===== src/rtl/cache_arb_pkg.sv =====
// Shared types and widths for the I/D-cache to memory-port arbiter.
//   arb_state_t : arbiter FSM states
//   grant_t     : which requester owns (or last owned) the memory port
package cache_arb_pkg;

  localparam int unsigned LINE_W = 256;
  localparam int unsigned ADDR_W = 32;

  typedef enum logic [1:0] {
    IDLE,
    SERVE_I,
    SERVE_D,
    RECOVER
  } arb_state_t;

  typedef enum logic {
    GRANT_I,
    GRANT_D
  } grant_t;

endpackage


===== src/rtl/cache_mem_arbiter_if.sv =====
// Bundle of the I-cache, D-cache and cacheline-adaptor signals around the arbiter.
//   master : arbiter view (consumes cache requests and adaptor data, drives the memory port)
//   slave  : environment view (caches and adaptor), the mirror image of master
interface cache_mem_arbiter_if;
  import cache_arb_pkg::*;

  // I-cache side
  logic [ADDR_W-1:0] i_address;
  logic              i_read;
  logic [LINE_W-1:0] i_rdata;
  logic              i_resp;
  // D-cache side
  logic [ADDR_W-1:0] d_address;
  logic              d_read;
  logic              d_write;
  logic [LINE_W-1:0] d_wdata;
  logic [LINE_W-1:0] d_rdata;
  logic              d_resp;
  // Cacheline adaptor side
  logic [ADDR_W-1:0] mem_address;
  logic              mem_read;
  logic              mem_write;
  logic [LINE_W-1:0] mem_wdata;
  logic [LINE_W-1:0] mem_rdata;
  logic              mem_resp;

  modport master (
    input  i_address, i_read, d_address, d_read, d_write, d_wdata, mem_rdata, mem_resp,
    output i_rdata, i_resp, d_rdata, d_resp, mem_address, mem_read, mem_write, mem_wdata
  );

  modport slave (
    output i_address, i_read, d_address, d_read, d_write, d_wdata, mem_rdata, mem_resp,
    input  i_rdata, i_resp, d_rdata, d_resp, mem_address, mem_read, mem_write, mem_wdata
  );

endinterface


===== src/rtl/arb2_pick.sv =====
// Combinational two-way picker between the I-cache and D-cache requests.
//   req_i_i      : I-cache is requesting
//   req_d_i      : D-cache is requesting
//   last_grant_i : requester served most recently
//   grant_o      : winner (only meaningful when at least one request is high)
module arb2_pick
  import cache_arb_pkg::*;
#(
  parameter bit PRIO_D = 1'b0
) (
  input  logic   req_i_i,
  input  logic   req_d_i,
  input  grant_t last_grant_i,
  output grant_t grant_o
);

  always_comb begin
    grant_o = GRANT_I;
    // D wins when alone, or on a tie under fixed priority, or on a round-robin tie after I
    if (req_d_i && (!req_i_i || PRIO_D || (last_grant_i == GRANT_I))) begin
      grant_o = GRANT_D;
    end
  end

endmodule


===== src/rtl/cache_mem_arbiter.sv =====
// Shares the single cacheline adaptor between the I-cache (read-only) and D-cache (read/write).
// Whole-line transactions are serialised; the winner's address, write data and operation are
// latched at grant, and one idle turnaround cycle follows every transaction.
//   clk : clock
//   rst : synchronous active-high reset
//   bus : cache and adaptor signals (master modport)
// PRIO_D = 0 selects round-robin on ties, 1 lets the D-cache always win ties.
module cache_mem_arbiter
  import cache_arb_pkg::*;
#(
  parameter bit PRIO_D = 1'b0
) (
  input logic                 clk,
  input logic                 rst,
  cache_mem_arbiter_if.master bus
);

  arb_state_t        state_q, state_d;
  grant_t            last_grant_q, last_grant_d;
  logic [ADDR_W-1:0] addr_q, addr_d;
  logic [LINE_W-1:0] wdata_q, wdata_d;
  logic              wr_q, wr_d;

  logic   i_req, d_req;
  grant_t pick;
  logic   mem_read, mem_write, i_resp, d_resp;

  assign i_req = bus.i_read;
  assign d_req = bus.d_read | bus.d_write;

  arb2_pick #(
    .PRIO_D (PRIO_D)
  ) u_pick (
    .req_i_i      (i_req),
    .req_d_i      (d_req),
    .last_grant_i (last_grant_q),
    .grant_o      (pick)
  );

  always_comb begin
    state_d      = state_q;
    last_grant_d = last_grant_q;
    addr_d       = addr_q;
    wdata_d      = wdata_q;
    wr_d         = wr_q;
    mem_read     = 1'b0;
    mem_write    = 1'b0;
    i_resp       = 1'b0;
    d_resp       = 1'b0;

    unique case (state_q)
      IDLE: begin
        if (i_req || d_req) begin
          if (pick == GRANT_D) begin
            addr_d  = bus.d_address;
            wdata_d = bus.d_wdata;
            wr_d    = bus.d_write; // read+write together is served as a write
            state_d = SERVE_D;
          end else begin
            addr_d  = bus.i_address;
            wr_d    = 1'b0;
            state_d = SERVE_I;
          end
        end
      end
      SERVE_I: begin
        mem_read = 1'b1;
        if (bus.mem_resp) begin
          i_resp       = 1'b1;
          last_grant_d = GRANT_I;
          state_d      = RECOVER;
        end
      end
      SERVE_D: begin
        mem_read  = ~wr_q;
        mem_write = wr_q;
        if (bus.mem_resp) begin
          d_resp       = 1'b1;
          last_grant_d = GRANT_D;
          state_d      = RECOVER;
        end
      end
      RECOVER: begin
        // strobes stay low so the adaptor re-enters idle before the next grant
        state_d = IDLE;
      end
      default: state_d = IDLE;
    endcase
  end

  always_ff @(posedge clk) begin
    if (rst) begin
      state_q      <= IDLE;
      last_grant_q <= GRANT_I;
      addr_q       <= '0;
      wdata_q      <= '0;
      wr_q         <= 1'b0;
    end else begin
      state_q      <= state_d;
      last_grant_q <= last_grant_d;
      addr_q       <= addr_d;
      wdata_q      <= wdata_d;
      wr_q         <= wr_d;
    end
  end

  assign bus.mem_address = addr_q;
  assign bus.mem_wdata   = wdata_q;
  assign bus.mem_read    = mem_read;
  assign bus.mem_write   = mem_write;
  assign bus.i_resp      = i_resp;
  assign bus.d_resp      = d_resp;
  // read data is broadcast; only the resp pulse qualifies it
  assign bus.i_rdata     = bus.mem_rdata;
  assign bus.d_rdata     = bus.mem_rdata;

  always_ff @(posedge clk) begin
    if (!rst) begin
      assert (!(bus.d_read && bus.d_write))
        else $warning("d_read and d_write both high, served as a write");
      assert (!(mem_read && mem_write)) else $error("mem_read and mem_write both high");
      assert (!(i_resp && d_resp)) else $error("i_resp and d_resp both high");
    end
  end

endmodule

===== src/flat_wrapper.sv =====
// flat-port wrapper written by rule: the top's interface ports become plain ports
module cache_mem_arbiter_flat import cache_arb_pkg::*;
#(
  parameter bit PRIO_D = 1'b0
)
  (clk, rst, bus_i_address, bus_i_read, bus_d_address, bus_d_read, bus_d_write, bus_d_wdata, bus_mem_rdata, bus_mem_resp, bus_i_rdata, bus_i_resp, bus_d_rdata, bus_d_resp, bus_mem_address, bus_mem_read, bus_mem_write, bus_mem_wdata);
  cache_mem_arbiter_if bus_i ();
  input logic clk;
  input logic rst;
  input wire logic [$bits(bus_i.i_address)-1:0] bus_i_address;
  input wire logic [$bits(bus_i.i_read)-1:0] bus_i_read;
  input wire logic [$bits(bus_i.d_address)-1:0] bus_d_address;
  input wire logic [$bits(bus_i.d_read)-1:0] bus_d_read;
  input wire logic [$bits(bus_i.d_write)-1:0] bus_d_write;
  input wire logic [$bits(bus_i.d_wdata)-1:0] bus_d_wdata;
  input wire logic [$bits(bus_i.mem_rdata)-1:0] bus_mem_rdata;
  input wire logic [$bits(bus_i.mem_resp)-1:0] bus_mem_resp;
  output wire logic [$bits(bus_i.i_rdata)-1:0] bus_i_rdata;
  output wire logic [$bits(bus_i.i_resp)-1:0] bus_i_resp;
  output wire logic [$bits(bus_i.d_rdata)-1:0] bus_d_rdata;
  output wire logic [$bits(bus_i.d_resp)-1:0] bus_d_resp;
  output wire logic [$bits(bus_i.mem_address)-1:0] bus_mem_address;
  output wire logic [$bits(bus_i.mem_read)-1:0] bus_mem_read;
  output wire logic [$bits(bus_i.mem_write)-1:0] bus_mem_write;
  output wire logic [$bits(bus_i.mem_wdata)-1:0] bus_mem_wdata;
  assign bus_i.i_address = bus_i_address;
  assign bus_i.i_read = bus_i_read;
  assign bus_i.d_address = bus_d_address;
  assign bus_i.d_read = bus_d_read;
  assign bus_i.d_write = bus_d_write;
  assign bus_i.d_wdata = bus_d_wdata;
  assign bus_i.mem_rdata = bus_mem_rdata;
  assign bus_i.mem_resp = bus_mem_resp;
  assign bus_i_rdata = bus_i.i_rdata;
  assign bus_i_resp = bus_i.i_resp;
  assign bus_d_rdata = bus_i.d_rdata;
  assign bus_d_resp = bus_i.d_resp;
  assign bus_mem_address = bus_i.mem_address;
  assign bus_mem_read = bus_i.mem_read;
  assign bus_mem_write = bus_i.mem_write;
  assign bus_mem_wdata = bus_i.mem_wdata;
  cache_mem_arbiter #(.PRIO_D(PRIO_D)) u_core (.clk(clk), .rst(rst), .bus(bus_i));
endmodule

===== config.mk =====
export PLATFORM = sky130hd
export DESIGN_NAME = cache_mem_arbiter_flat
export DESIGN_NICKNAME = d
export VERILOG_FILES = /design/src/rtl/cache_arb_pkg.sv /design/src/rtl/cache_mem_arbiter_if.sv /design/src/rtl/arb2_pick.sv /design/src/rtl/cache_mem_arbiter.sv /design/src/flat_wrapper.sv
export SDC_FILE = /design/constraint.sdc
export NUM_CORES = 1
export LEC_CHECK = 0
export ABC_AREA = 1
export BUFFER_PORTS_ARGS = -buffer_cell sky130_fd_sc_hd__buf_2
export CAP_MARGIN = 20
export CELL_PAD_IN_SITES_DETAIL_PLACEMENT = 2
export CELL_PAD_IN_SITES_GLOBAL_PLACEMENT = 2
export CORE_AREA = 2 2 537 539
export CTS_CLUSTER_DIAMETER = 40
export DETAILED_ROUTE_END_ITERATION = 7
export DIE_AREA = 0 0 539 541
export PLACE_DENSITY = 0.41
export RECOVER_POWER = 100
export REMOVE_ABC_BUFFERS = 1
export SYNTH_ARGS = -nofsm -noshare
export SYNTH_HDL_FRONTEND = slang
export SYNTH_SLANG_ARGS = --single-unit

===== constraint.sdc =====
create_clock -name clk -period 1.92 [get_ports clk]
set_clock_uncertainty 0.05 [all_clocks]
set_input_delay 0.288 -clock clk [delete_from_list [all_inputs] [get_ports clk]]
set_output_delay 0.288 -clock clk [all_outputs]
set_load 0.02 [all_outputs]

# Yosys cells after proc, flatten, opt, wreduce, memory -nomap -nowiden

Cells that the tools add are included.

Register bits: 292
Input bits: 582
Output and inout port bits: 804

Equal/unequal tests: 7
Muxes and demuxes: 15
Bitwise gates (word level): 3
Reductions and logical operators: 11

Operators by type and width:

| operator                                              | number |
|---|---|
| two-way mux 32 bit                                    | 1 |
| two-way mux 1 bit                                     | 8 |
| two-way mux 2 bit                                     | 3 |
| one-hot mux 2 bit (3 select lines)                    | 1 |
| AND reduction 3 bit                                   | 2 |
| equality test 2 bit, second input constant            | 2 |
| inequality test 2 x 1 -> 1 bit, second input constant | 2 |
| inequality test 2 bit, second input constant          | 2 |
| one-hot mux 1 bit (2 select lines)                    | 2 |
| AND reduction 2 bit                                   | 2 |
| equality test 2 x 1 -> 1 bit, second input constant   | 1 |
| logical NOT 2 bit                                     | 1 |
| logical OR 1 bit                                      | 2 |
| inverter 1 bit                                        | 2 |
| nonzero test 2 bit                                    | 1 |
| OR reduction 2 bit                                    | 1 |
| logical AND 1 bit                                     | 1 |
| logical NOT 1 bit                                     | 1 |
| OR 1 bit                                              | 1 |

# Longest topological paths before layout

Gate-level depths: netlist of the first run.

Word-level depth: 7
Mapped depth: 9
Gate-level depth less buffers: 7

# Hierarchy

A second synthesis of the first run with hierarchy kept.

Cells, all modules: 3002
Area total of the unflattened synthesis: 18988.2 um^2

By module, submodules not included:

| module            | instances | cells each | area each (um^2) |
|---|---|---|---|
| cache_mem_arbiter | 1         | 3000       | 18975.7 |
| arb2_pick         | 1         | 2          | 12.5 |

# Worst setup path before layout of the first run

Ideal clock, no wire load.

Path kind: register to register
Start: register u_core.state_q[0]
End: register u_core.wdata_q[15], in the netlist u_core.bus.mem_wdata[15]
Arrival time: 1.378 ns
Slack: 0.422 ns
Cell stages (with the launch flop): 9
Path buffers: 3
Clock period less this slack: 1.498 ns
Cells stage by stage: dfxtp_1 inv_1 ha_1 buf_2 nand3_1 buf_2 buf_2 nand2_1 a21oi_1

Longest elaborated chain between the ends: 2

Ends and longest elaborated chain:

| element                              | RTL line                 | RTL |
|---|---|---|
| start: declaration                   | cache_mem_arbiter.sv:18  | `arb_state_t state_q, state_d;` |
| start signal: assignment             | cache_mem_arbiter.sv:99  | `state_q <= state_d;` |
| logical NOT 2 bit                    | cache_mem_arbiter.sv:51  | `unique case (state_q)` |
| AND reduction 3 bit (no source line) | --                       |  |
| end signal: assignment               | cache_mem_arbiter.sv:102 | `wdata_q <= wdata_d;` |
| end: declaration                     | cache_mem_arbiter.sv:21  | `logic [LINE_W-1:0] wdata_q, wdata_d;` |

No other way between the ends.
A chain may end at the register's enable or synchronous reset.

# Worst setup path after layout of the first run

Start: register u_core.state_q[1]
End: output port bus_mem_read

Longest elaborated chain between the ends: 2

Ends and longest elaborated chain:

| element                                                             | RTL line                | RTL |
|---|---|---|
| equality test 2 bit or equality test 2 x 1 -> 1 bit (tied branches) | cache_mem_arbiter.sv:51 |  |
| one-hot mux 1 bit (2 select lines) (*)                              | cache_mem_arbiter.sv:51 |  |
| end: declaration                                                    | flat_wrapper.sv:23      | `output wire logic [$bits(bus_i.mem_read)-1:0] bus_mem_read;` |

Mark *: on every way between the ends. The rest lies on a longest branch, timed or not.

==> results.sh, run 1 <==
export IMPL_setup_viol=3
export IMPL_die_width_um=539
export IMPL_ff2ff_path_depth=8
export IMPL_vias_per_cell=2.984
export IMPL_ys_top_cells_by_count="buf_4 (539), nand2_1 (401), dfxtp_1 (292)"
export IMPL_maxSlewViolCount=0
export IMPL_place_gp_congestion=0.9940
export IMPL_post_dp_cell_area_um2=19780
export IMPL_crit_path_cell_trace="buf_4, ha_4, inv_2, nor2_2, o21a_4, buf_6"
export IMPL_ir_worst_vdd_mv=0.5684
export IMPL_firstDrtPassIters=5
export IMPL_cts_clk_slew_worst_paths_ns=0.04
export IMPL_seq_area_frac_synth=0.3722
export IMPL_grt_pass1_wl_um=351900
export IMPL_wl_per_cell_um=48.53
export IMPL_hpwl_um=268700
export IMPL_violations="negative setup slack"
export IMPL_cts_buffer_depth=3
export IMPL_cpMaxStageDelayCell="dfxtp_4"
export IMPL_finalSetupTns_ns=-0.3704
export IMPL_syn_inst=2073
export IMPL_synth_edf_count=0
export IMPL_min_to="u_core.bus.mem_wdata[90]"
export IMPL_period_needed_ns=2.069
export IMPL_cp_end_kind="output port"
export IMPL_p_leak_nw=9.568
export IMPL_finalCritPeriodShare=1.078
export IMPL_initial_core_util=0.05483
export IMPL_grt_pass1_vias=18080
export IMPL_finalHoldViolCount=0
export IMPL_die_h_um=541
export IMPL_cp_start_kind="flip-flop"
export IMPL_htreeDepth=3
export IMPL_fill_cells=34064
export IMPL_antenna_found_initial=65
export IMPL_design_die_area_um2=291600
export IMPL_crit_fanout=3
export IMPL_max_slew_worst_pin_slew_ns=0.6125
export IMPL_clock_sinks=292
export IMPL_drc=0
export IMPL_cts_tree="done"
export IMPL_ys_flop_type="dfxtp_1"
export IMPL_io_buffers=617
export IMPL_postRouteAntennaNets=0
export IMPL_syn_cell_area_um2=15710
export IMPL_synth_area_top_cells="dfxtp_1 (37%), buf_4 (26%), nand4_1 (10%)"
export IMPL_power_total_w=0.03788
export IMPL_design_core_area_um2=286400
export IMPL_hp_class="in -> reg"
export IMPL_min_delay_start="bus_d_wdata[90]"
export IMPL_yosys_warnings=0
export IMPL_max_freq_ghz=0.4833
export IMPL_synth_most_common_cell="buf_4"
export IMPL_cts_made_buffers=83
export IMPL_vias=18918
export IMPL_root_buffer="clkbuf_16"
export IMPL_cp_data_arrival_time_ns=1.73
export IMPL_finalInstanceArea_um2=25740
export IMPL_hold_ws_ns=0.01808
export IMPL_rows=197
export IMPL_routed_wl_um=307700
export IMPL_critPathKind="reg -> out"
export IMPL_hold_depth=3
export IMPL_final_nets=3069
export IMPL_drive_gt1_frac=0.2591
export IMPL_grt_remaining_overflow=0
export IMPL_area_delta_synth_final_pct=63.89
export IMPL_ys_seq_elements=292
export IMPL_async_flop_share=0
export IMPL_grt_usage=0.2041
export IMPL_grt_max_degree=91
export IMPL_status="complete, but fails checks"
export IMPL_worst_slack_ns=-0.1489
export IMPL_synth_top_cell_area_share=0.3722
export IMPL_clock_latency_ns=0.64
export IMPL_critPathMaxStageDelay_ns=0.35
export IMPL_powerDensity_nw_per_um2=1472
export IMPL_yosysUniqueCellTypes=19
export IMPL_required_ns=1.58
export IMPL_syn_area_per_cell_um2=7.576
export IMPL_yosysTopAreaCell="dfxtp_1"
export IMPL_io_pins=1386
export IMPL_drt_iter0_markers=1412
export IMPL_reg2reg_to="u_core.bus.mem_wdata[131]"
export IMPL_slew_headroom=0.5917
export IMPL_r2r_slack_ns=0
export IMPL_r2r_start="u_core.state_q[0]"
export IMPL_rsz0062_at_grt="true"
export IMPL_cap_violations=0
export IMPL_utilization=0.08986
-- metrics by stage --
step                worst slack (ns)  cells
floorplan                     -10.66   1403
global placement             0.09355   5858
detailed placement           0.05369   5858
CTS                          -0.2600   6326
global route                 -0.2446   6335
finish                       -0.1489   6340
-- placed cells by master (no fill, tap or decap), types with 14 or more instances in the layout --
| cell | n |
|---|---|
| a21oi_1 | 259 |
| buf_12 | 24 |
| buf_2 | 324 |
| buf_4 | 21 |
| buf_6 | 14 |
| clkbuf_1 | 195 |
| clkbuf_16 | 85 |
| clkbuf_2 | 107 |
| clkbuf_8 | 21 |
| clkinv_2 | 15 |
| dfxtp_1 | 290 |
| dlygate4sd3_1 | 312 |
| inv_1 | 69 |
| nand2_1 | 398 |
| nand4_1 | 257 |
| nor2_1 | 101 |
-- power breakdown --
| group | switching (W) | internal, W |
|---|---|---|
| Combinational | 0.0101 | 0.00442 |
| Sequential | 0.000889 | 0.00761 |
| Clock | 0.00467 | 0.0102 |
| Total | 0.0157 | 0.0222 |
-- final cells by class --
type                    instances  area (um2)  share of cell area
flip-flops and latches        292        5851              0.2273
diodes                         12       30.03            0.001167
multi-input cells            1034        5049              0.1962
repair buffers                993        6815              0.2648
clock inverters                36       519.2             0.02017
well taps                    3781        4731              0.1838
clock buffers                 115        2450             0.09518
inverters                      77       294.0             0.01142
-- how the worst max path moves through the flow --
| stage | end | depth (start not counted) | startpoint | slack [ns] |
|---|---|---|---|---|
| detailed placement | u_core.bus.mem_wdata[90] | 7 | bus_d_read | 0.05 |
| global placement | u_core.bus.mem_wdata[90] | 7 | bus_d_read | 0.09 |
| finish | bus_mem_read | 6 | u_core.state_q[1] | -0.15 |
| floorplan | u_core.bus.mem_wdata[0] | 5 | u_core.state_q[0] | -10.66 |
| global route | bus_mem_read | 7 | u_core.state_q[0] | -0.24 |
| CTS | bus_mem_read | 7 | u_core.state_q[0] | -0.26 |
-- timing repair --
item / 4_1_cts / 5_1_grt
pin swaps: 5 / 1
buffers inserted: 6 / 2
hold endpoints to repair: 280 / 0
endpoints found under the setup margin: 4 / 13
hold buffers: 312 / 0
resized for setup: 35 / 3
-- state kept, by name (all words and copies together) (netlist names) --
register and count:
u_core.state_q 2, u_core.bus.mem_address 32, u_core.bus.mem_wdata 256, u_core.wr_q 1
u_core.last_grant_q 1
-- worst max-delay path: cells and delay by family (launching register included) --
family | cells | cell delay, ns
flops | 1 | 0.35
buf+inv | 3 | 0.34
compound gates | 1 | 0.21
fa+ha+maj | 1 | 0.16
simple gates | 1 | 0.03
-- kinds of logic after synthesis --
kind of cell,share of synthesized area
compound gates,0.08389
fa+ha+maj,0.004780
buf+inv,0.3145
flops,0.3722
simple gates,0.2247
-- per-layer routing --
layer / routed length [um] / up-vias / global-route usage
li1: - / 7185 / -
met1: 71370 / 8746 / 0.1295
met2: 134000 / 2552 / 0.3169
met3: 81010 / 372 / 0.2593
met4: 14910 / 63 / 0.07925
met5: 6420 / - / 0.1629
Note: power is estimated with default switching activity, not from simulation.
==> run 2, diff against run 1 <==
--- a/config.mk
+++ b/config.mk
@@ -11,7 +11,9 @@
 export CELL_PAD_IN_SITES_DETAIL_PLACEMENT = 2
 export CELL_PAD_IN_SITES_GLOBAL_PLACEMENT = 2
 export CORE_AREA = 2 2 537 539
-export CTS_CLUSTER_DIAMETER = 40
+export CTS_BUF_LIST = sky130_fd_sc_hd__clkbuf_4 sky130_fd_sc_hd__clkbuf_8
+export CTS_CLUSTER_DIAMETER = 50
+export CTS_CLUSTER_SIZE = 12
 export DETAILED_ROUTE_END_ITERATION = 7
 export DIE_AREA = 0 0 539 541
 export PLACE_DENSITY = 0.41
==> run 2 against run 1 <==
The flow still finishes with violations (negative setup slack). Sequential share of layout area is 1.2 points higher. Sequential power barely moved. Register-to-register slack lost 0.08 ns. Worst setup slack worse by 0.057 ns. Clock power down 43%. Die area did not move. Via count is 1.2% lower. Non-clock buffer count rose by 11. Wire length about the same. Fmax decreased by 2.7%. Critical path depth is 1 higher. Largest cell class unchanged.
==> results.sh, run 2 (synthesis results as in run 1) <==
export IMPL_htreeDepth=3
export IMPL_grt_remaining_overflow=0
export IMPL_max_slew_worst_pin_slew_ns=0.6373
export IMPL_finalCritPeriodShare=1.107
export IMPL_ir_worst_vdd_mv=0.4729
export IMPL_design_core_area_um2=286400
export IMPL_power_total_w=0.03153
export IMPL_cp_start_kind="flip-flop"
export IMPL_drt_iter0_markers=1281
export IMPL_grt_usage=0.2039
export IMPL_cp_data_arrival_time_ns=1.79
export IMPL_required_ns=1.58
export IMPL_grt_max_degree=91
export IMPL_vias=18686
export IMPL_largest_reg_flops=256
export IMPL_area_delta_synth_final_pct=55.38
export IMPL_max_freq_ghz=0.4705
export IMPL_rows=197
export IMPL_finalHoldViolCount=0
export IMPL_worst_slack_ns=-0.2055
export IMPL_final_cells=6319
export IMPL_cts_clk_slew_worst_paths_ns=0.05
export IMPL_drc=0
export IMPL_violations="negative setup slack"
export IMPL_hpwl_um=268700
export IMPL_die_width_um=539
export IMPL_io_pins=1386
export IMPL_vias_per_cell=2.957
export IMPL_final_common_cell="nand2_1"
export IMPL_critPathKind="reg -> out"
export IMPL_setup_viol=12
export IMPL_powerDensity_nw_per_um2=1292
export IMPL_place_gp_congestion=0.9940
export IMPL_cts_made_buffers=66
export IMPL_p_leak_nw=9.029
export IMPL_period_needed_ns=2.125
export IMPL_cts_tree="done"
export IMPL_initial_core_util=0.05483
export IMPL_routed_wl_um=307600
export IMPL_slew_headroom=0.5751
export IMPL_maxSlewViolCount=0
export IMPL_root_buffer="clkbuf_8"
export IMPL_io_buffers=617
export IMPL_cts_buffer_depth=3
export IMPL_grt_pass1_wl_um=351000
export IMPL_die_h_um=541
export IMPL_grt_pass1_vias=17832
export IMPL_finalSetupTns_ns=-0.9700
export IMPL_cp_end_kind="output port"
export IMPL_status="complete, but fails checks"
export IMPL_design_die_area_um2=291600
export IMPL_clock_sinks=292
export IMPL_final_cell_mix="nand2_1 (398), buf_2 (326), dlygate4sd3_1 (323)"
export IMPL_hp_class="in -> reg"
export IMPL_drive_gt1_frac=0.2637
export IMPL_clock_latency_ns=0.69
export IMPL_firstDrtPassIters=5
export IMPL_crit_fanout=2
export IMPL_final_nets=3063
export IMPL_dp_cells=5858
export IMPL_rsz0062_at_grt="true"
export IMPL_postRouteAntennaNets=0
export IMPL_wl_per_cell_um=48.67
export IMPL_antenna_found_initial=67
export IMPL_cap_violations=0
## run 2: final timing paths
check                            startpoint                         to  slack (ns)  cells past startpoint
setup / recovery          u_core.state_q[0]                 bus_d_resp       -0.21                      7
setup reg to reg          u_core.state_q[0]  u_core.bus.mem_wdata[131]       -0.08                      8
hold reg to reg   u_core.bus.mem_wdata[207]  u_core.bus.mem_wdata[207]        0.41                      2
hold / removal              bus_d_wdata[92]   u_core.bus.mem_wdata[92]        0.12                      3
## run 2: timing repair
action / CTS / global route
endpoints found under the setup margin: 6 / 12
setup buffers: 6 / 2
pin swaps: 5 / 1
endpoints found under the hold margin: 290 / 0
gates resized for setup: 37 / 2
hold buffers: 323 / 0
cloned: 0 / 0
## run 2: worst max-delay path: stages, from the launching register on
cell and delay [ns]:
dfxtp_2 0.33, inv_2 0.04, buf_6 0.11, buf_4 0.14, ha_4 0.18, nand2_8 0.12
inv_4 0.04, buf_6 0.12
## run 2: area by class of cell
type                    count  area (um2)
well taps                3781        4731
clock buffers              79        1062
multi-input cells        1034        5046
repair buffers           1004        6964
fillers                 34164      262000
diodes                     12       30.03
inverters                  77       294.0
flip-flops and latches    292        5852
clock inverters            40       422.9
## run 2: power breakdown
group	internal (W)	total [W]	switching, W	leakage, nW
clock	0.00460	0.00844	0.00384	0.770
combinational	0.00448	0.0146	0.0101	5.85
sequential	0.00758	0.00847	0.000893	2.41
## run 2: stage by stage
stage	area (um2)	hold slack (ns)	setup WS (ns)	utilization
after floorplan	11060	0.3071	-10.66	-
after global placement	19780	0.3956	0.09355	0.06905
after detailed placement	19780	0.4021	0.05369	0.06905
after CTS	24630	0.01116	-0.3546	0.08600
after global routing	24390	0.06895	-0.3298	0.08515
final	24400	0.1152	-0.2055	0.08520
## run 2: layer usage
layer | routed length [um] | GRT usage | share of wire | vias to the layer above
li1 | - | - | - | 7146
met5 | 6200 | 0.1629 | 0.020 | -
met3 | 80310 | 0.2567 | 0.26 | 348
met4 | 15400 | 0.08213 | 0.050 | 54
met2 | 133400 | 0.3154 | 0.43 | 2515
met1 | 72250 | 0.1307 | 0.23 | 8623
